`src/rtl/f1_pkg.sv`:
```
// Shared definitions for the F1 start-lights blocks: reaction-timer states and
// the two lights-bus values the timer keys off.
package f1_pkg;

   typedef enum logic [2:0] {
      IDLE,
      ARMED,
      TIMING,
      DONE,
      FAULT
   } state_t;

   localparam logic [7:0] LIGHTS_OFF    = 8'h00;
   localparam logic [7:0] LIGHTS_ALL_ON = 8'hFF;

endpackage

```
`src/rtl/ms_prescaler.sv`:
```
// Divides clk down to a one-cycle millisecond tick; clear restarts the phase
// so the first tick lands exactly TICK_DIV enabled cycles after clear drops.
module ms_prescaler #(
   parameter int TICK_DIV = 1000
) (
   input  logic clk,
   input  logic rst,
   input  logic clear,
   input  logic en,
   output logic tick
);

   localparam int PW = (TICK_DIV > 1) ? $clog2(TICK_DIV) : 1;
   localparam logic [PW-1:0] LAST = PW'(TICK_DIV - 1);

   logic [PW-1:0] cnt;

   always_ff @(posedge clk) begin
      if (!rst) begin
         cnt <= '0;
      end else if (clear) begin
         cnt <= '0;
      end else if (en) begin
         cnt <= (cnt == LAST) ? '0 : cnt + PW'(1);
      end
   end

   assign tick = en & ~clear & (cnt == LAST);

endmodule

```
`src/rtl/f1_reaction_timer.sv`:
```
// Measures driver reaction in whole ms from lights-out to button press, with
// jump-start / timeout detection and best-time tracking since reset.
module f1_reaction_timer
   import f1_pkg::*;
#(
   parameter int TICK_DIV   = 1000,
   parameter int CNT_W      = 16,
   parameter int TIMEOUT_MS = 9999
) (
   input  logic             clk,
   input  logic             rst,
   input  logic [7:0]       lights,
   input  logic             button,
   output logic [CNT_W-1:0] time_ms,
   output logic [CNT_W-1:0] best_ms,
   output logic             result_valid,
   output logic             jump_start,
   output logic             timeout,
   output logic             busy
);

   state_t           state;
   logic             button_q;
   logic             all_on;
   logic             press;
   logic             tick;
   logic [CNT_W-1:0] ms_cnt;
   logic [CNT_W-1:0] count;

   assign press = button & ~button_q;
   // Include a tick landing on this edge, so a press exactly k*TICK_DIV
   // cycles after lights-out reports k rather than k-1.
   assign count = ms_cnt + CNT_W'(tick);

   ms_prescaler #(
      .TICK_DIV(TICK_DIV)
   ) u_prescaler (
      .clk  (clk),
      .rst  (rst),
      .clear(state != TIMING),
      .en   (state == TIMING),
      .tick (tick)
   );

   always_ff @(posedge clk) begin
      if (!rst) begin
         state        <= IDLE;
         time_ms      <= '0;
         best_ms      <= '1;
         result_valid <= 1'b0;
         jump_start   <= 1'b0;
         timeout      <= 1'b0;
         busy         <= 1'b0;
         all_on       <= 1'b0;
         ms_cnt       <= '0;
         button_q     <= 1'b1;
      end else begin
         button_q     <= button;
         result_valid <= 1'b0;
         case (state)
            IDLE: begin
               if (lights != LIGHTS_OFF) begin
                  state      <= ARMED;
                  busy       <= 1'b1;
                  jump_start <= 1'b0;
                  timeout    <= 1'b0;
                  all_on     <= 1'b0;
               end
            end
            ARMED: begin
               if (lights == LIGHTS_ALL_ON) all_on <= 1'b1;
               if (lights != LIGHTS_OFF) begin
                  if (press) begin
                     state      <= FAULT;
                     busy       <= 1'b0;
                     jump_start <= 1'b1;
                  end
               end else if (!all_on) begin
                  state <= IDLE;
                  busy  <= 1'b0;
               end else if (press) begin
                  // press on the very lights-out edge is a legal 0 ms result
                  state        <= DONE;
                  busy         <= 1'b0;
                  time_ms      <= '0;
                  best_ms      <= '0;
                  result_valid <= 1'b1;
               end else begin
                  state  <= TIMING;
                  ms_cnt <= '0;
               end
            end
            TIMING: begin
               ms_cnt <= count;
               if (press) begin
                  state        <= DONE;
                  busy         <= 1'b0;
                  time_ms      <= count;
                  result_valid <= 1'b1;
                  if (count < best_ms) best_ms <= count;
               end else if (count == CNT_W'(TIMEOUT_MS)) begin
                  state        <= DONE;
                  busy         <= 1'b0;
                  time_ms      <= count;
                  timeout      <= 1'b1;
                  result_valid <= 1'b1;
               end
            end
            DONE: begin
               if (lights != LIGHTS_OFF) begin
                  state      <= ARMED;
                  busy       <= 1'b1;
                  jump_start <= 1'b0;
                  timeout    <= 1'b0;
                  all_on     <= 1'b0;
               end
            end
            FAULT: begin
               if (lights == LIGHTS_OFF) state <= IDLE;
            end
            default: begin
               state <= IDLE;
               busy  <= 1'b0;
            end
         endcase
      end
   end

endmodule

```
`config.mk`:
```
export PLATFORM = sky130hd
export DESIGN_NAME = f1_reaction_timer
export DESIGN_NICKNAME = d
export VERILOG_FILES = /design/src/rtl/f1_pkg.sv /design/src/rtl/ms_prescaler.sv /design/src/rtl/f1_reaction_timer.sv
export SDC_FILE = /design/constraint.sdc
export NUM_CORES = 1
export LEC_CHECK = 0
export CAP_MARGIN = 20
export CORE_MARGIN = 5
export CORE_UTILIZATION = 49
export CTS_CLUSTER_DIAMETER = 100
export DETAILED_ROUTE_END_ITERATION = 8
export PLACE_DENSITY = 0.72
export SETUP_SLACK_MARGIN = 0.02
export SLEW_MARGIN = 20
export SYNTH_ARGS = -nofsm -noshare
export SYNTH_HDL_FRONTEND = slang
export SYNTH_SLANG_ARGS = --single-unit
```
`constraint.sdc`:
```
create_clock -name clk -period 4.1 [get_ports clk]
set_clock_uncertainty 0.15 [all_clocks]
set_input_delay 0.41 -clock clk [delete_from_list [all_inputs] [get_ports clk]]
set_output_delay 0.41 -clock clk [all_outputs]
set_load 0.03 [all_outputs]
```
**Word-level counts from Yosys, hierarchy flattened**

Cells that the tools add are included.

- Input bits: 11
- Register bits after elaboration: 67
- Word-level logic and storage cells: 104
- Output and inout bits: 36

- Mux-type cells: 45
- Reduce and logical (&&, ||, !) cells: 16
- Add/subtract/negate cells: 2
- Eq/ne operators: 22
- Order comparisons: 1
- Bitwise logic cells: 7

Operators with widths:

| cell | number |
|---|---|
| 16-bit two-way mux | 10 |
| 16-bit one-hot mux with 2 select lines | 3 |
| 2-bit inequality test, second input constant | 11 |
| 1-bit two-way mux | 18 |
| 3-bit two-way mux | 6 |
| 16-bit by 1-bit adder with 16-bit output | 1 |
| 16-bit by 14-bit == test with 1-bit output, second input constant | 1 |
| 16-bit < comparator | 1 |
| 4-bit AND reduction | 4 |
| 3-bit one-hot mux with 4 select lines | 1 |
| 10-bit by 1-bit adder with 10-bit output, second input constant | 1 |
| 10-bit == test, second input constant | 1 |
| 10-bit two-way mux | 1 |
| 8-bit == test, second input constant | 1 |
| 8-bit logical NOT | 1 |
| 1-bit one-hot mux with 2 select lines | 4 |
| 8-bit nonzero test | 1 |
| 3-bit by 2-bit == test with 1-bit output, second input constant | 2 |
| 3-bit inequality test, second input constant | 2 |
| 3-bit AND reduction | 2 |
| 6-bit AND reduction | 1 |
| 2-bit nonzero test | 3 |
| 5-bit AND reduction | 1 |
| 1-bit inverter | 4 |
| other kinds (9) | 12 |

**Longest topological paths before layout**

Gate-level depths: netlist of run 1.

- Depth after elaboration: 9
- Depth in mapped cells: 19
- Mapped depth without buffers: 18

**By module**

Synthesis of run 1 repeated with hierarchy kept, for this count alone.

- Cells, all modules: 419
- Area, all modules: 3676.0 um^2

By module, submodules not included:

| module | area an instance (um^2) | instances | cells each | sequential area each (um^2) |
|---|---|---|---|---|
| f1_reaction_timer | 3176.8 | 1 | 365 | 1141.1 |
| ms_prescaler | 499.2 | 1 | 54 | 200.2 |

**Worst setup path before layout of run 1**

OpenSTA, ideal clock, no wires.

- Path type: reg2reg
- From: reg u_prescaler.cnt[6]
- To: reg best_ms[12]
- Clock period less this slack: 3.851 ns
- Setup slack: 0.249 ns
- Cell stages (with the launch flop): 19
- Data required time: 3.806 ns
- Arrival time: 3.556 ns
- Buffers on the path: 1
- Setup time: 0.144 ns
- Path through: dfxtp_1 nand4_1 nor4_1 nand2_1 nor2_1 ha_1 ha_1 nand3_2 nor4_1 nand2_1 xnor2_1 ha_1 nand4_1 nor2_1 a211oi_1 nand2_1 o21ai_1 buf_2 o221ai_1

- Cells in the longest elaborated chain, start to end: 6
- Elaborated cells between the ends (all ways): 9
- Those cells by class: add/sub (1); order compare (1); eq/ne (2); mux (3); bitwise (1); reduce/logical (1)

Ends and longest elaborated chain:

| item | line | source |
|---|---|---|
| start: declaration | ms_prescaler.sv:16 | `logic [PW-1:0] cnt;` |
| start signal: assignment | ms_prescaler.sv:24 | `cnt <= (cnt == LAST) ? '0 : cnt + PW'(1);` |
| 10-bit == test (*) | ms_prescaler.sv:28 | `assign tick = en & ~clear & (cnt == LAST);` |
| 1-bit AND (*) | ms_prescaler.sv:28 |  |
| 16-bit by 1-bit adder with 16-bit output (*) | f1_reaction_timer.sv:33 | `assign count = ms_cnt + CNT_W'(tick);` |
| 16-bit < comparator or 16-bit two-way mux (tied branches) | f1_reaction_timer.sv:100 | `if (count < best_ms) best_ms <= count;` |
| 2-bit inequality test (no line) or 16-bit two-way mux (tied branches) | - |  |
| 6-bit AND reduction (no line) or 16-bit one-hot mux with 2 select lines (tied branches) | - |  |
| end signal: assignment | f1_reaction_timer.sv:100 |  |
| end: declaration | f1_reaction_timer.sv:15 | `output logic [CNT_W-1:0] best_ms,` |

Mark *: on every way between the ends. The rest lies on a longest branch, timed or not. The select of a mux whose other input is x is not followed.
A chain may end at the register's enable or synchronous reset.

**Worst setup path in the final report of run 1**

- From: reg u_prescaler.cnt[5]
- To: reg state[0]

- Cells in the longest elaborated chain, start to end: 6

Ends and longest elaborated chain:

| item | line | source |
|---|---|---|
| 10-bit == test | ms_prescaler.sv:28 |  |
| 1-bit AND | ms_prescaler.sv:28 |  |
| 16-bit by 1-bit adder with 16-bit output | f1_reaction_timer.sv:33 |  |
| 16-bit by 14-bit == test with 1-bit output | f1_reaction_timer.sv:101 | `end else if (count == CNT_W'(TIMEOUT_MS)) begin` |
| 3-bit inequality test (no line) | - |  |
| 4-bit AND reduction (no line) | - |  |
| end signal: assignment | f1_reaction_timer.sv:47 | `state <= IDLE;` |
| end signal: assignment | f1_reaction_timer.sv:102 | `state <= DONE;` |
| end signal: assignment | f1_reaction_timer.sv:111 | `state <= ARMED;` |
| end: declaration | f1_reaction_timer.sv:22 | `state_t state;` |

No other way between the ends.

==> impl_results.md, run 1 <==
* Via count at 3,212
* Core area at between 6000 and 7000 sq um
* Worst Reg-to-Reg Cells at 13
* Die X at a little over 90 microns
* Post-synth EDFFs at 0
* CTS clk-pin slew, worst paths at 0.07 ns
* Clock network fraction of design power at a little under half
* Int Pwr at 1.01 mW
* Max Fclk at 264 MHz
* CTS tree: built
* Synthesized Nets at 418
* Routability cong. at 0.988
* Worst setup SP type: flop
* Root buffer cell: clkbuf_8
* Final instance area at between 4000 and 5000 sq um
* Critical Path AT at 3.87 ns
* Seq/Total Area, Yosys at 39.9%
* Initial DRC Count at 186
* Setup CP Type: flop to flop
* Final worst slack at about 0.32 ns
* Initial Util at 50.0%
* Tightest Pin Transition at 0.820 ns
* Detailed Routing Iterations Pass 1 at 5
* CTS H-Tree Depth at 3
* CTS buffer count at 9
* Layout area overhead at 29.3%
* I/O pin count at 47
* P_leak at 1.78 nW
* Final ANT Viol Nets at 0
* Placed Area at 4030 sq um
* Maximum VDD drop at around 0.00017 V
* Largest net degree at the start of global routing at 31
* GRT Total Usage at 22.3%
* First-pass GRT wire length at 15,100 microns
* Number of maximum-capacitance violations at 0
* Initial antenna violation count at 0
* WL per Instance at 17.5 microns
* Chip height at a little over 90 microns
* Die ar. at 8610 sq um
* Antenna diodes at 0
* Layout cell share with drive strength beyond 1 at 14.6%
* Synthesized area at 3360 sq um
* Dpl hpwl at 6690 microns
* Post-DR vias/cell at approximately 5.9
* Top cells by area, synth: dfxtp_1, ha_1, o221ai_1
* Setup_tns at 0 ns
* Async set-reset flop share out of synthesis at 0%
* Total Power at 1.30 mW
* Synthesis-stage register bit count at 67
* Crit-path max FO at 5
* Core Util, Final at between 60% and 70%
* R2R Setup Slk at between 0.3 and 0.4 ns
* Top FF cell, synth: dfxtp_1
* Place WS at 0.159 ns
* CP endpoint: state[0]
* Post-Place Cells at approximately 520
* Non-Filler Instances at 540
* Outcome: finished, final reports clean
* Hold Slack at 0.317 ns
* Clock buffer depth at 2
* Setup violations, final at 0
* FF-to-FF End: state[0]
* Sw frac at 22.0%
* Max-slew violation count at 0
* PD cells at 300 nW/um^2
* Period utilisation layout at 92.3%
* Final Hold Viols at 0
* Post-Route WL at 9450 microns
* Area leader, netlist: dfxtp_1
* Cell Rows at 30
* I/O Buffers at 46
* Net count, final at 484
* Post-Syn Instances at roughly 390
* Vias in the first global route at 3,087
* RR Startpoint: u_prescaler.cnt[5]
* Syn avg cell area at 8.64 sq um
* Worst setup EP type: flop
* Clock Sinks at 67
* Worst-Skew Late Latency at 0.34 ns
* Psw at ~0.29 mW
* Tmin final at around 3.8 ns
* Worst Hold Class: flop to flop
* Warnings from Yosys at 0
* CP required at between 4 and 5 ns
* Area share of the largest cell type after synthesis at 39.9%
* DRC violations left at 0
* Combinational share of power at 3.7%
* Setup crit start: u_prescaler.cnt[5]
* GRT overflow at 0
* Count of different cell masters after synthesis at 56
* Slew margin rel. at between 40% and 50%
* Sequential Power Share at 50.3%
## timing repair
item                       in CTS  in global routing
resized for setup               0                 19
hold buffers                    0                  0
setup endpoints to repair       0                 19
hold endpoints to repair        0                  0
buffers inserted                0                  1
## per-layer routing
metal	vias up	share of wire, %	wire length, microns	GRT usage (%)
met5	-	0	0	0
met4	0	3.6	343	10.9
met3	29	5.9	562	3.90
met2	118	47	4460	37.1
met1	1501	43	4080	27.6
li1	1564	-	-	-
## Yosys cell counts, types with 2 or more instances
| master | count |
|---|---|
| dfxtp_1 | 67 |
| nand2_1 | 37 |
| nor2_1 | 33 |
| inv_1 | 31 |
| ha_1 | 18 |
| a21oi_1 | 17 |
| o221ai_1 | 16 |
| nor4_1 | 12 |
| o21ai_0 | 12 |
| nand4_1 | 11 |
| xnor2_1 | 11 |
| a22oi_1 | 10 |
| clkbuf_1 | 10 |
| nand3_1 | 9 |
| nand2b_1 | 6 |
| xor2_1 | 6 |
| nor2b_1 | 5 |
| nor3_1 | 5 |
| or3_1 | 5 |
| a211oi_1 | 4 |
| a22o_1 | 4 |
| buf_2 | 4 |
| o2bb2ai_1 | 4 |
| a2111oi_0 | 3 |
| a21o_1 | 3 |
| a221o_1 | 3 |
| and2_1 | 3 |
| nor3b_1 | 3 |
| o211ai_1 | 3 |
| o22ai_1 | 3 |
| a31oi_1 | 2 |
| and3_1 | 2 |
| and4_1 | 2 |
| nand3_2 | 2 |
| o21a_1 | 2 |
## cells in the final DEF (no fill, tap or decap), drive strengths merged, types with 9 or more instances in the layout
cell	instances
nand2	37
buf	25
nand3	11
xnor2	11
clkbuf	9
o21ai	13
dfxtp	67
a22oi	10
nor4	12
a21oi	17
o221ai	16
nand4	12
clkdlybuf4s50	46
inv	32
ha	18
nor2	34
## registers in the layout, summed over array words and instances, names as in the netlist
signal and cells:
timeout 1, u_prescaler.cnt 10, busy 1, ms_cnt 16
time_ms 16, state 3, result_valid 1, best_ms 16
button_q 1, all_on 1, jump_start 1
## worst max-delay path: stages, from the launching register on
cell       delay (ns)
dfxtp_1          0.39
nand4_1          0.15
nor4_2           0.23
nand2_1          0.09
nor2_1           0.10
ha_2             0.21
ha_2             0.22
xor2_1           0.45
and4_1           0.28
nand4_1          0.12
or4_4            0.46
nor3b_2          0.33
nor3_1           0.10
a2111oi_2        0.38
## cells by family after synthesis
kind of cell,Yosys count,share of synthesized area [%]
flops,67,39.9
simple gates,144,22.8
compound gates,95,20.4
xor+xnor,17,4.43
fa+ha+maj,18,6.70
buf+inv,48,5.73
## worst min path at each step
stage	from	end	slack [ns]	depth (start not counted)
3_3_place_gp	time_ms[13]	time_ms[13]	0.30	1
4_1_cts	time_ms[10]	time_ms[10]	0.32	1
2_1_floorplan	u_prescaler.cnt[0]	u_prescaler.cnt[0]	0.28	1
5_1_grt	time_ms[13]	time_ms[13]	0.33	1
3_5_place_dp	time_ms[10]	time_ms[10]	0.30	1
6_report	u_prescaler.cnt[0]	u_prescaler.cnt[0]	0.32	1
## layout make-up
type	count	area (sq um)
fillers	565	2370
multi-input cells	274	1920
flip-flops and latches	67	1340
repair buffers	71	646
clock buffers	9	124
inverters	32	120
well taps	80	100
clock inverters	7	91.3
## power groups by stage
stage | Combinational [mW] | Sequential, mW | Clock, mW
CTS | 0.0481 | 0.654 | 0.606
global route | 0.0525 | 0.654 | 0.635
detailed placement | 0.0478 | 0.670 | 0
floorplan | 0.0237 | 0.672 | 0
finish | 0.0483 | 0.654 | 0.599
global placement | 0.0473 | 0.669 | 0
No activity file was read; power rests on OpenSTA's default activity.
==> run 2: changes to the inputs <==
- CORE_MARGIN: 5 -> unset
- CORE_UTILIZATION: 49 -> 50
- SYNTH_HIERARCHICAL: unset -> 1
==> run 2 against run 1 <==
  * Clock power shrank 15%
  * Global-route usage grew 2.4 points
  * Synthesized area is 9.4% higher
  * Critical path depth increased by 7
  * Non-clock buffer count fell by 2
  * Combinational power rose by 6.6%
  * Die area is 11% lower
==> impl_results.md, run 2 <==
* Outcome: finished, final reports clean
* Post-synth top cells: dfxtp_1, inv_1, nand2_1
* Final Hold Viols at 0 (unchanged)
* Die ar. at 7700 sq um (-11%)
* Synthesized area at 3680 sq um (+9.4%)
* R2R Setup Slk at 0.14 ns (-0.18 ns)
* Worst-Skew Late Latency at 0.34 ns (about the same)
* Routability cong. at 0.843 (-15%)
* Slew margin rel. at 62.1% (+17 points)
* Max Fclk at 253 MHz (-4.4%)
* Worst setup EP type: flop
* Top FF cell, synth: dfxtp_1
* Net count, final at 505 (+4.3%)
* Layout area overhead at 25.1%
* I/O Buffers at 46 (unchanged)
* Final ANT Viol Nets at 0 (unchanged)
* WL per Instance at 15.8 microns (-9.7%)
* Area leader, netlist: dfxtp_1
* Largest family of logic cells by synthesized area: simple AND/OR/NAND/NOR gates
* Synth Area in Simple Gates at 25.0% (+2.2 points)
* Non-Filler Instances at 576 (+6.7%)
* Setup violations, final at 0 (unchanged)
* Setup_tns at 0 ns (unchanged)
* CTS clk-pin slew, worst paths at 0.07 ns (about the same)
* First-pass GRT wire length at 14,400 microns (-4.2%)
* Root buffer cell: clkbuf_8
* Synth Area in Compound Gates at 16.8% (-3.6 points)
* DRC violations left at 0 (unchanged)
* Xor and xnor area share after synthesis at 5.45% (+1.0 points)
* Critical Path AT at 4.00 ns (+0.13 ns)
* Seq/Total Area, Yosys at 36.5% (-3.4 points)
* Setup CP Type: flop to flop
* CTS tree: built
* Post-Place Cells at 554 (+6.1%)
* Core area at 6940 sq um (+3.4%)
* RR Startpoint: state[1]
* Number of maximum-capacitance violations at 0 (unchanged)
* Count of different cell masters after synthesis at 57 (+1.8%)
* Async set-reset flop share out of synthesis at 0% (unchanged)
* Die X at 87.7 microns (-5.5%)
* Post-Syn Instances at 419 (+7.7%)
* Cell Rows at 30 (unchanged)
* CTS Hold Buffers Added at 0 (unchanged)
* CTS H-Tree Depth at 3 (unchanged)
* P_leak at 1.97 nW (+10%)
* Clock buffer depth at 2 (unchanged)
* Commonest non-fill, non-tap cell in the layout: dfxtp_1
* Post-synth EDFFs at 0 (unchanged)
* Period utilisation layout at 96.5% (+4.3 points)
* Largest registers: best_ms (16), ms_cnt (16), time_ms (16)
* CTS buffer count at 9 (unchanged)
* Largest net degree at the start of global routing at 38 (+23%)
* HP Start: time_ms[5]
* Initial Util at 52.9% (+2.9 points)
* I/O pin count at 47 (unchanged)
* Top cells by area, synth: dfxtp_1, ha_1, o221ai_1
* Initial DRC Count at 204 (+9.7%)
* Worst Hold Class: flop to flop
* Commonest non-fill, non-tap cells in the layout: dfxtp_1, clkdlybuf4s50_1, inv_1, nand2_1, nor2_1
* Worst setup SP type: flop
* Chip height at 87.7 microns (-5.5%)
* Detailed Routing Iterations Pass 1 at 5 (unchanged)
* Number of fill cells in the layout at 584 (+3.4%)
* Setup crit start: state[1]
* Synthesis-stage register bit count at 67 (unchanged)
* Seq. cell area at 1340 sq um (+0.19%)
* Post-synthesis adder-cell area fraction at 6.13% (-0.57 points)
* Via count at 3,217 (+0.16%)
* Clock Sinks at 67 (unchanged)
* Initial antenna violation count at 0 (unchanged)
* Cell with the most instances after synthesis: dfxtp_1
* Syn avg cell area at 8.77 sq um (+1.6%)
* Area share of the largest cell type after synthesis at 36.5% (-3.4 points)
* Max-slew violation count at 0 (unchanged)
* Worst Reg-to-Reg Cells at 20 (+7)
* Synthesized Nets at 448 (+7.2%)
* Warnings from Yosys at 6 (+6)
* PD cells at 265 nW/um^2 (-12%)
* CP required at 4.14 ns (-0.04 ns)
* Mux contribution to synthesized area at 3.54% (+3.5 points)
* Area occupied by multi-input gates at 2180 sq um (+13%)
* Crit-path max FO at 7 (+2)
* GRT Total Usage at 24.7% (+2.4 points)
* Layout cell share with drive strength beyond 1 at 15.0% (+0.43 points)
* Tmin final at 3.96 ns (+0.176 ns)
* Maximum VDD drop at 0.000190 V (+14%)
* Worst Hold Endpoint: time_ms[5]
* WHS Path Cells at 2 (+1)
* FF-to-FF End: best_ms[7]
* GRT overflow at 0 (unchanged)
* Tightest Pin Transition at 0.569 ns (-0.251 ns)
* Antenna diodes at 0 (unchanged)
* Dpl hpwl at 6460 microns (-3.3%)
* Post-Route WL at 9100 microns (-3.7%)
* Vias in the first global route at 3,028 (-1.9%)
* Post-DR vias/cell at 5.59 (-6.1%)
run 2: cell families after synthesis:
logic type,after synthesis
AND/OR/NAND/NOR,158
AO/OA/AOI/OAI,82
flip-flops,67
XOR/XNOR,22
multiplexers,13
adder cells (fa/ha/maj),18
buffers and inverters,59
run 2: critical path, cell delays in order (launching register included):
cell      delay [ns]
dfxtp_1         0.34
nor2b_4         0.19
nand2b_4        0.09
clkinv_8        0.05
and3_4          0.19
nand3_2         0.07
nor2_1          0.13
ha_2            0.25
ha_4            0.18
nand4_4         0.09
nor2_4          0.15
and3_4          0.21
xor2_2          0.07
ha_1            0.30
a21o_1          0.11
a211o_1         0.15
nor2_1          0.05
or3_4           0.40
o211ai_1        0.30
buf_4           0.23
o221ai_1        0.11
run 2: layer usage:
metal  vias up  wire [microns]  track usage (%)
met5         -               0                0
met4         0             186             8.49
met3        12             402             6.22
met2        67            4630             43.3
met1      1538            3880             29.2
li1       1600               -                -
run 2: cell type report:
cell class                      count  area share (%)
Tap cell                           96            2.61
Timing Repair Buffer               69            13.7
Inverter                           36            3.21
Sequential cell                    67            29.2
Multi-Input combinational cell    293            47.3
Clock buffer                       13            3.67
Clock inverter                      2           0.218
run 2: what timing repair did:
item                       4_1_cts  5_1_grt
setup buffers                    0        6
gates resized for setup          0       11
setup endpoints to repair        0       22
run 2: worst max-delay path by stage:
stage / endpoint / cells past startpoint / slack [ns]
floorplan: best_ms[10] / 22 / 0.01
global placement: best_ms[2] / 19 / 0.14
detailed placement: best_ms[15] / 19 / 0.08
CTS: best_ms[15] / 19 / 0.04
global route: time_ms[0] / 15 / -0.007
finish: best_ms[7] / 20 / 0.14
run 2: where the power goes:
group          internal, mW  total, mW  switching (mW)  leakage (nW)
logic                0.0235     0.0515          0.0281          1.33
clock network         0.264      0.509           0.244        0.0953
registers             0.654      0.657         0.00275         0.542
run 2: per-stage QoR:
| stage | utilization [%] | cell area (sq um) | setup slack, ns | total power [mW] | hold WS, ns |
|---|---|---|---|---|---|
| 5_1_grt | 66.2 | 4600 | -0.00719 | 1.25 | 0.339 |
| 3_3_place_gp | 62.4 | 4330 | 0.137 | 0.722 | 0.303 |
| 2_1_floorplan | - | 3780 | 0.0134 | 0.702 | 0.334 |
| 4_1_cts | 65.0 | 4510 | 0.0420 | 1.23 | 0.317 |
| 3_5_place_dp | 62.4 | 4330 | 0.0807 | 0.723 | 0.308 |
| 6_report | 66.2 | 4600 | 0.142 | 1.22 | 0.310 |
==> run 3: changes to the inputs <==
- CORE_UTILIZATION: 50 -> 56
- PLACE_DENSITY: 0.72 -> 0.77
- clock period: 4.1 -> 4.4 ns (I/O delays scaled with it)
==> run 3 against run 2 <==
  * Count of clock-buffer cells in the layout decreased by 1
  * Global-route usage up 3.1 points
  * Power up 2.9%
  * Worst setup slack improved by 0.079 ns
  * Maximum frequency decreased by 5.3%
  * Non-clock buffer count is 5 lower
  * Die area fell by 10%
  * Hold slack about the same
  * Via count rose by 2.9%
  * Register-to-register slack better by 0.08 ns
  * Final area down 1.9%
  * Sequential power down 7.0%
  * Critical path type unchanged
  * Critical endpoint is now best_ms[9]
==> impl_results.md, run 3 (same netlist as run 2, synthesis figures left out) <==
* Tightest Pin Transition at 0.612 ns (+0.0428 ns)
* Initial DRC Count at 194 (-4.9%)
* Layout cell share with drive strength beyond 1 at 12.4% (-2.6 points)
* Post-DR vias/cell at 5.98 (+7.1%)
* GRT overflow at 0 (unchanged)
* CP required at 4.52 ns (+0.38 ns)
* Chip height at 83.0 microns (-5.4%)
* Worst setup EP type: flop
* CTS Hold Buffers Added at 0 (unchanged)
* Largest net degree at the start of global routing at 67 (+76%)
* Maximum VDD drop at 0.000190 V (-0.34%)
* Routability cong. at 0.893 (+6.0%)
* Core area at 6350 sq um (-8.6%)
* Tmin final at 4.18 ns (+0.221 ns)
* Max-slew violation count at 0 (unchanged)
* CTS buffer count at 9 (unchanged)
* Commonest non-fill, non-tap cells in the layout: dfxtp_1, clkdlybuf4s50_1, inv_1, nand2_1, nor2_1
* Number of maximum-capacitance violations at 0 (unchanged)
* CTS tree: built
* Largest registers: best_ms (16), ms_cnt (16), time_ms (16)
* DRC violations left at 0 (unchanged)
* Setup CP Type: flop to flop
* Final Hold Viols at 0 (unchanged)
* Setup violations, final at 0 (unchanged)
* CP max stage cell: dfxtp_1
* Die X at 83.0 microns (-5.4%)
* PD cells at 278 nW/um^2 (+4.9%)
* Commonest non-fill, non-tap cell in the layout: dfxtp_1
* Sequence of cells on the critical path: nor2b_2 > nand2b_1 > clkinv_1 > and3_1 > nand3_1 > nor2_1 > ha_2 > ha_2 > nand4_2 > nor2_4 > and3_1 > xor2_2 > ha_1 > a21o_1 > a211o_1 > nor2_1 > o211a_1 > o211ai_1 > buf_4 > o221ai_1
* Clock buffer depth at 2 (unchanged)
* Via count at 3,309 (+2.9%)
* Outcome: finished, final reports clean
* Antenna diodes at 0 (unchanged)
* Net count, final at 500 (-0.99%)
* Place WS at 0.158 ns (+0.0775 ns)
* Period utilisation layout at 95.0% (-1.6 points)
* Root buffer cell: clkbuf_8
* P_leak at 1.95 nW (-1.0%)
* Crit-path max FO at 9 (+2)
* Worst setup SP type: flop
* CTS H-Tree Depth at 3 (unchanged)
* Critical Path AT at 4.30 ns (+0.30 ns)
* Core Util, Final at 71.1% (+4.8 points)
* Final ANT Viol Nets at 0 (unchanged)
* Hold Slack at 0.310 ns (-0.0000480 ns)
* Worst Hold Class: flop to flop
* Final worst slack at 0.220 ns (+0.0788 ns)
* First-pass GRT wire length at 15,000 microns (+4.1%)
* Cell Rows at 29 (-3.3%)
* Vias in the first global route at 3,079 (+1.7%)
* Detailed Routing Iterations Pass 1 at 7 (+2)
* Worst-Skew Late Latency at 0.35 ns (about the same)
* Dpl hpwl at 6550 microns (+1.3%)
* CTS clk-pin slew, worst paths at 0.07 ns (about the same)
* Max Fclk at 239 MHz (-5.3%)
* CP max stage delay at 0.33 ns (-0.07 ns)
* Post-Route WL at 9440 microns (+3.7%)
* Initial Util at 57.9% (+5.0 points)
* Initial antenna violation count at 0 (unchanged)
* I/O pin count at 47 (unchanged)
* Slew margin rel. at 59.2% (-2.9 points)
* Layout area overhead at 22.7%
* WL per Instance at 17.1 microns (+8.0%)
* GRT Total Usage at 27.8% (+3.1 points)
* Die ar. at 6890 sq um (-10%)
* R2R Setup Slk at 0.22 ns (+0.08 ns)
* Clock Sinks at 67 (unchanged)
* I/O Buffers at 46 (unchanged)
==> run 3: cell types whose count changed in the layout (fill, tap and decap cells not counted), sizes merged <==
cell,delta
buf,-5
clkinvlp,+1
clkinv,-1
clkbuf,-1
bufinv,+2
==> run 3: area by class of cell <==
cell class | count | area [sq um]
clock buffers | 12 | 155
clock inverters | 4 | 72.6
fillers | 499 | 1840
inverters | 36 | 135
multi-input cells | 293 | 2120
flip-flops and latches | 67 | 1340
well taps | 77 | 96.3
repair buffers | 64 | 593
==> run 3: where the power goes <==
| part | total (mW) | internal (mW) | switching (mW) |
|---|---|---|---|
| clock network | 0.593 | 0.349 | 0.244 |
| logic | 0.0481 | 0.0214 | 0.0267 |
| registers | 0.611 | 0.609 | 0.00227 |
| total | 1.25 | 0.980 | 0.272 |
==> run 3: metrics by stage <==
step / setup TNS, ns / std cells / area (sq um) / total power [mW]
2_1_floorplan: 0 / 419 / 3690 / 0.653
4_1_cts: 0 / 551 / 4480 / 1.25
3_3_place_gp: 0 / 535 / 4250 / 0.672
5_1_grt: -0.0839 / 553 / 4510 / 1.28
3_5_place_dp: 0 / 535 / 4250 / 0.672
6_report: 0 / 553 / 4510 / 1.25
==> run 3: repair_timing <==
item                       CTS  global route
setup endpoints to repair    0            16
buffers inserted             0             2
hold endpoints to repair     0             0
resized for setup            0             5
==> run 3: final timing paths <==
| check | from | end | cells past startpoint |
|---|---|---|---|
| setup / recovery | state[1] | best_ms[9] | 20 |
| hold / removal | time_ms[6] | time_ms[6] | 2 |
| setup reg to reg | state[1] | best_ms[9] | 20 |
| hold reg to reg | time_ms[6] | time_ms[6] | 2 |
==> run 3: worst max-delay path: cells and delay by family (launching register included) <==
| kind | cells | cell delay, ns |
|---|---|---|
| flip-flops | 1 | 0.33 |
| AND/OR/NAND/NOR | 9 | 1.39 |
| adder cells (fa/ha/maj) | 3 | 0.74 |
| XOR/XNOR | 1 | 0.23 |
| AO/OA/AOI/OAI | 5 | 1.00 |
| buffers and inverters | 2 | 0.27 |
==> run 3: metal layers <==
layer | up-vias | global-route usage [%] | wire [microns]
li1 | 1593 | - | -
met1 | 1588 | 37.6 | 4360
met2 | 108 | 43.5 | 4390
met3 | 20 | 5.07 | 484
met4 | 0 | 11.6 | 205
met5 | - | 0 | 0
